$ cat src/rtl/inst_fetch.sv
// Instruction fetch stage: owns the PC, fetches one instruction at a time over a
// req/gnt/rvalid handshake, holds it for the core until retired, then selects the next PC.
module inst_fetch #(
  parameter logic [31:0] RESET_PC = 32'h0000_0000,
  parameter logic [31:0] NOP_INST = 32'h0000_0013
) (
  input  logic        clk,
  input  logic        rst,
  input  logic        PCSel,
  input  logic [31:0] alu_out,
  input  logic        inst_ready,
  output logic        imem_req,
  output logic [31:0] imem_addr,
  input  logic        imem_gnt,
  input  logic        imem_rvalid,
  input  logic [31:0] imem_rdata,
  output logic [31:0] inst,
  output logic        inst_valid,
  output logic [31:0] pc,
  output logic [31:0] pc_plus4,
  output logic        fetch_fault
);

  localparam logic [2:0] StReset = 3'd0;
  localparam logic [2:0] StReq   = 3'd1;
  localparam logic [2:0] StWait  = 3'd2;
  localparam logic [2:0] StHold  = 3'd3;
  localparam logic [2:0] StFault = 3'd4;

  logic [2:0]  state_q, state_d;
  logic [31:0] pc_q, pc_d;
  logic [31:0] inst_q, inst_d;
  logic [31:0] next_pc;

  // Next-PC select; bit 0 of a jump target is always dropped, bit 1 set means misaligned.
  always_comb begin
    next_pc = PCSel ? {alu_out[31:1], 1'b0} : pc_q + 32'd4;
  end

  // Next-state logic for the fetch FSM, PC and held instruction.
  always_comb begin
    state_d = state_q;
    pc_d    = pc_q;
    inst_d  = inst_q;
    case (state_q)
      StReset: state_d = StReq;
      StReq: begin
        if (imem_gnt) state_d = StWait;
      end
      StWait: begin
        if (imem_rvalid) begin
          inst_d  = imem_rdata;
          state_d = StHold;
        end
      end
      StHold: begin
        if (inst_ready) begin
          inst_d = NOP_INST;
          if (next_pc[1]) begin
            // PC keeps the faulting instruction's address for diagnosis.
            state_d = StFault;
          end else begin
            pc_d    = next_pc;
            state_d = StReq;
          end
        end
      end
      StFault: state_d = StFault;
      default: begin
        state_d = StReset;
        inst_d  = NOP_INST;
      end
    endcase
  end

  // State registers with synchronous active-high reset.
  always_ff @(posedge clk) begin
    if (rst) begin
      state_q <= StReset;
      pc_q    <= RESET_PC;
      inst_q  <= NOP_INST;
    end else begin
      state_q <= state_d;
      pc_q    <= pc_d;
      inst_q  <= inst_d;
    end
  end

  // Outputs decoded from registered state only, so they are stable across a cycle.
  always_comb begin
    imem_req    = (state_q == StReq);
    imem_addr   = pc_q;
    inst        = inst_q;
    inst_valid  = (state_q == StHold);
    pc          = pc_q;
    pc_plus4    = pc_q + 32'd4;
    fetch_fault = (state_q == StFault);
  end

endmodule

$ cat config.mk
export PLATFORM = sky130hd
export DESIGN_NAME = inst_fetch
export DESIGN_NICKNAME = d
export VERILOG_FILES = /design/src/rtl/inst_fetch.sv
export SDC_FILE = /design/constraint.sdc
export NUM_CORES = 1
export LEC_CHECK = 0
export BUFFER_PORTS_ARGS = -buffer_cell sky130_fd_sc_hd__clkbuf_2
export CAP_MARGIN = 10
export CORE_UTILIZATION = 47
export DETAILED_ROUTE_END_ITERATION = 16
export GPL_TIMING_DRIVEN = 0
export PLACE_DENSITY = 0.86
export SYNTH_ARGS = -nofsm -noshare
export SYNTH_HDL_FRONTEND = slang
export SYNTH_SLANG_ARGS = --single-unit
export TNS_END_PERCENT = 10
$ cat constraint.sdc
create_clock -name clk -period 2.4 [get_ports clk]
set_input_delay 0.48 -clock clk [delete_from_list [all_inputs] [get_ports clk]]
set_output_delay 0.48 -clock clk [all_outputs]
set_load 0.1 [all_outputs]
==> results.yml <==
routing:
  ant_nets: 0
  first_iter_violations: 487
  firstDrtPassIters: 6
  drt-vias-per-instance: 5.85
  drc: 0
  wl_per_cell_um: 17.7
  vias: 5081
  routed_wirelength_um: 15400
min_path:
  hp-class: "in2reg"
  worstHoldStart: "imem_rdata[10]"
power:
  p_switching_mw: 0.846
  ir_drop_v: 0.000389
  p_per_area_mw_per_mm2: 423
  swShare_pct: 30.8
  combPwrFrac_pct: 17.9
  power_frac_seq_pct: 39.4
  leakagePower_nw: 3.04
  p_clk_share_pct: 42.7
  internal_power_mw: 1.90
yosys:
  syn_area_mm2: 0.00404
  synth_flop_cell: "dfxtp_1"
  netlist_instances: 522
  synth_seq_cells: 65
  synthDistinctLibCells: 58
  yosys-mux-area-fraction_pct: 1.49
  synth-xor-area-share_pct: 6.07
  ys_async_sr_fraction_pct: 0
  ys_seq_area_share_pct: 32.2
  synth_fa_ha_area_share_pct: 0.310
  synth_area_per_cell_um2: 7.73
  synth_top_family_by_area: "simple AND/OR/NAND/NOR gates"
  synth-edff-count: 0
  synth-simple-area-share_pct: 27.1
  synth-compound-area-share_pct: 19.2
  synth_warnings: 0
clock_network:
  cts_inserted_buffers: 9
  cts_tree: "yes"
  htree_num_levels: 3
  clock_latency_ns: 0.34
  root_buffer: "clkbuf_8"
  cts_hold_buf: 0
  clkSlewWorstSetupHoldPaths_ns: 0.08
  clockBufferDepth: 2
  cts.sinks: 65
floorplanning:
  die_w_um: 94.7
  rows: 33
  dieArea_mm2: 0.00897
  design.core.area_mm2: 0.00826
  dieHeight_um: 94.7
  pin_count: 201
  start_util_pct: 48.9
place:
  placedCellCount: 824
  io_buffers: 192
  dpl-instance-area_mm2: 0.00563
  routabilityCongestion: 0.923
  place_hpwl_um: 10300
critical_path:
  required_ns: 1.92
  crit_type: "reg2out"
  reg2reg_slack_ns: 0.19
  critPathArrivalTime_ns: 2.18
  r2r_start: "state_q[2]"
  crit_path_end: "pc_plus4[23]"
  reg2regPathDepth: 7
  critPathMaxFanout: 6
  start_kind: "flip-flop"
  crit_start: "imem_addr[13]"
  r2r_end: "imem_addr[12]"
  worstSetupEndpointType: "output port"
grt:
  grt_overflow_total: 0
  antenna_found_initial: 0
  grt_pass1_vias: 4784
  grt_usage_pct: 32.9
  grt_max_degree: 13
  grt_first_pass_wirelength_um: 22800
run:
  drv_cap: 0
run_status:
  outcome: "complete, but fails checks"
  violations: "negative setup slack"
timing:
  fmax_mhz: 375
  whs_ns: 0.368
  hold_violations: 0
  min_period_ns: 2.66
  max_slew_margin_pct: 52.9
  period_share_pct: 111
  setup_viol: 17
  finClkSkew_ns: 0.00955
  slew_viol_final: 0
  rsz0062_at_grt: "yes"
  worst_pin_slew_ns: 0.706
  fin_ws_ns: -0.265
cells_and_area:
  postLayoutCellArea_mm2: 0.00650
  antenna_cells: 0
  nNetsFinal: 830
  drive_gt1_share_pct: 49.3
  area_growth_pct: 60.9
  fin_cells: 869
==> routing by layer <==
metal	GRT usage [%]	wire length, um	part of all wire, %	vias up
met5	0	0	0	-
met3	9.50	1920	12	81
met1	36.8	5400	35	2297
met4	18.9	650	4.2	0
li1	-	-	-	2280
met2	55.5	7420	48	423
==> flip-flops by register name, indices dropped and copies added (netlist names) <==
register	flops
inst	32
imem_addr	30
state_q	3
==> worst min path at each step <==
stage	endpoint	slack, ns	cells past startpoint
floorplan	state_q[1]	0.60	2
global placement	inst[29]	0.44	2
detailed placement	inst[12]	0.44	2
finish	inst[10]	0.37	3
CTS	inst[12]	0.36	3
global route	inst[12]	0.36	3
==> placed cells by master (no fill, tap or decap), types with 4 or more instances in the layout <==
cell	synthesis	routed
a21oi_1	47	47
a22o_1	7	7
a22oi_1	13	13
a31oi_1	7	7
and3_1	12	9
buf_12	0	4
buf_2	7	6
buf_4	38	73
buf_6	3	4
clkbuf_1	23	22
clkbuf_16	0	9
clkbuf_2	1	168
clkbuf_4	1	4
clkbuf_8	3	14
conb_1	1	6
dfxtp_1	65	39
dfxtp_2	0	4
dfxtp_4	0	22
inv_1	9	8
mux2i_1	6	6
nand2_1	57	54
nand2b_1	5	4
nand3_1	43	40
nand4_1	9	9
nor2_1	44	41
nor2b_1	4	4
nor3_1	13	12
nor4_4	2	4
o21ai_0	20	20
o22ai_1	4	4
xnor2_2	0	7
xnor2_4	0	8
xor2_2	0	7
xor2_4	0	4
==> cell type report <==
| cell class | instances | area (um2) |
|---|---|---|
| multi-input combinational | 374 | 2690 |
| fill | 535 | 1760 |
| timing repair buffer | 228 | 1550 |
| sequential | 65 | 1390 |
| buffer | 72 | 459 |
| tap | 105 | 131 |
| clock buffer | 10 | 128 |
| clock inverter | 6 | 114 |
| inverter | 9 | 37.5 |
==> logic make-up after synthesis <==
logic type	count (synthesis)
compound gates	123
fa+ha+maj	1
xor+xnor	28
buf+inv	88
flops	65
other cells	1
mux	6
simple gates	210
==> worst max-delay path, cell delays in order (launching register included) <==
cell,delay [ns]
dfxtp_4,0.41
nand4_4,0.19
buf_4,0.18
nor4_1,0.30
nand4_1,0.26
xnor2_2,0.23
clkbuf_8,0.28
==> synthesized netlist by cell type (3+ instances only) <==
library cell / instances / area [um2]
a22oi_1: 13 / 97.6
and4_1: 4 / 35.0
o22ai_1: 4 / 25.0
xnor2_1: 16 / 140
and3_1: 12 / 75.1
o31ai_1: 3 / 22.5
xor2_1: 12 / 105
nand2b_1: 5 / 31.3
nor2_1: 44 / 165
nor4_1: 3 / 18.8
inv_1: 9 / 33.8
nand2_1: 57 / 214
nor3_1: 13 / 65.1
mux2i_1: 6 / 60.1
buf_2: 7 / 35.0
buf_6: 3 / 33.8
nand4_1: 9 / 56.3
a22o_1: 7 / 61.3
nand3_1: 43 / 215
clkbuf_8: 3 / 41.3
nand4_4: 3 / 63.8
buf_4: 38 / 285
o32ai_1: 3 / 26.3
a31oi_1: 7 / 43.8
a21oi_1: 47 / 235
nor2b_1: 4 / 25.0
o21ai_0: 20 / 100
clkbuf_1: 23 / 86.3
dfxtp_1: 65 / 1300
o21bai_1: 3 / 22.5
==> what timing repair did <==
| item | CTS | global route |
|---|---|---|
| gates resized for setup | 65 | 34 |
| pin swaps | 18 | 10 |
| gates cloned | 0 | 0 |
| setup endpoints to repair | 25 | 27 |
| setup buffers | 19 | 17 |
==> power groups by stage <==
stage / combinational, mW / clock [mW] / sequential, mW
after floorplan: 0.290 / 0 / 1.16
after global placement: 0.460 / 0 / 1.11
after detailed placement: 0.465 / 0 / 1.11
after CTS: 0.479 / 1.18 / 1.08
after global routing: 0.512 / 1.23 / 1.08
final: 0.491 / 1.17 / 1.08
==> per-stage QoR <==
step	worst slack [ns]	power (mW)	utilization [%]	TNS, ns
5_1_grt	-0.308	2.82	78.7	-3.83
2_1_floorplan	-0.555	1.45	-	-7.69
3_3_place_gp	-0.482	1.57	68.2	-2.83
6_report	-0.265	2.75	78.7	-2.76
4_1_cts	-0.254	2.74	76.2	-1.90
3_5_place_dp	-0.524	1.57	68.2	-3.21
Power figures use the tool's default switching activity.
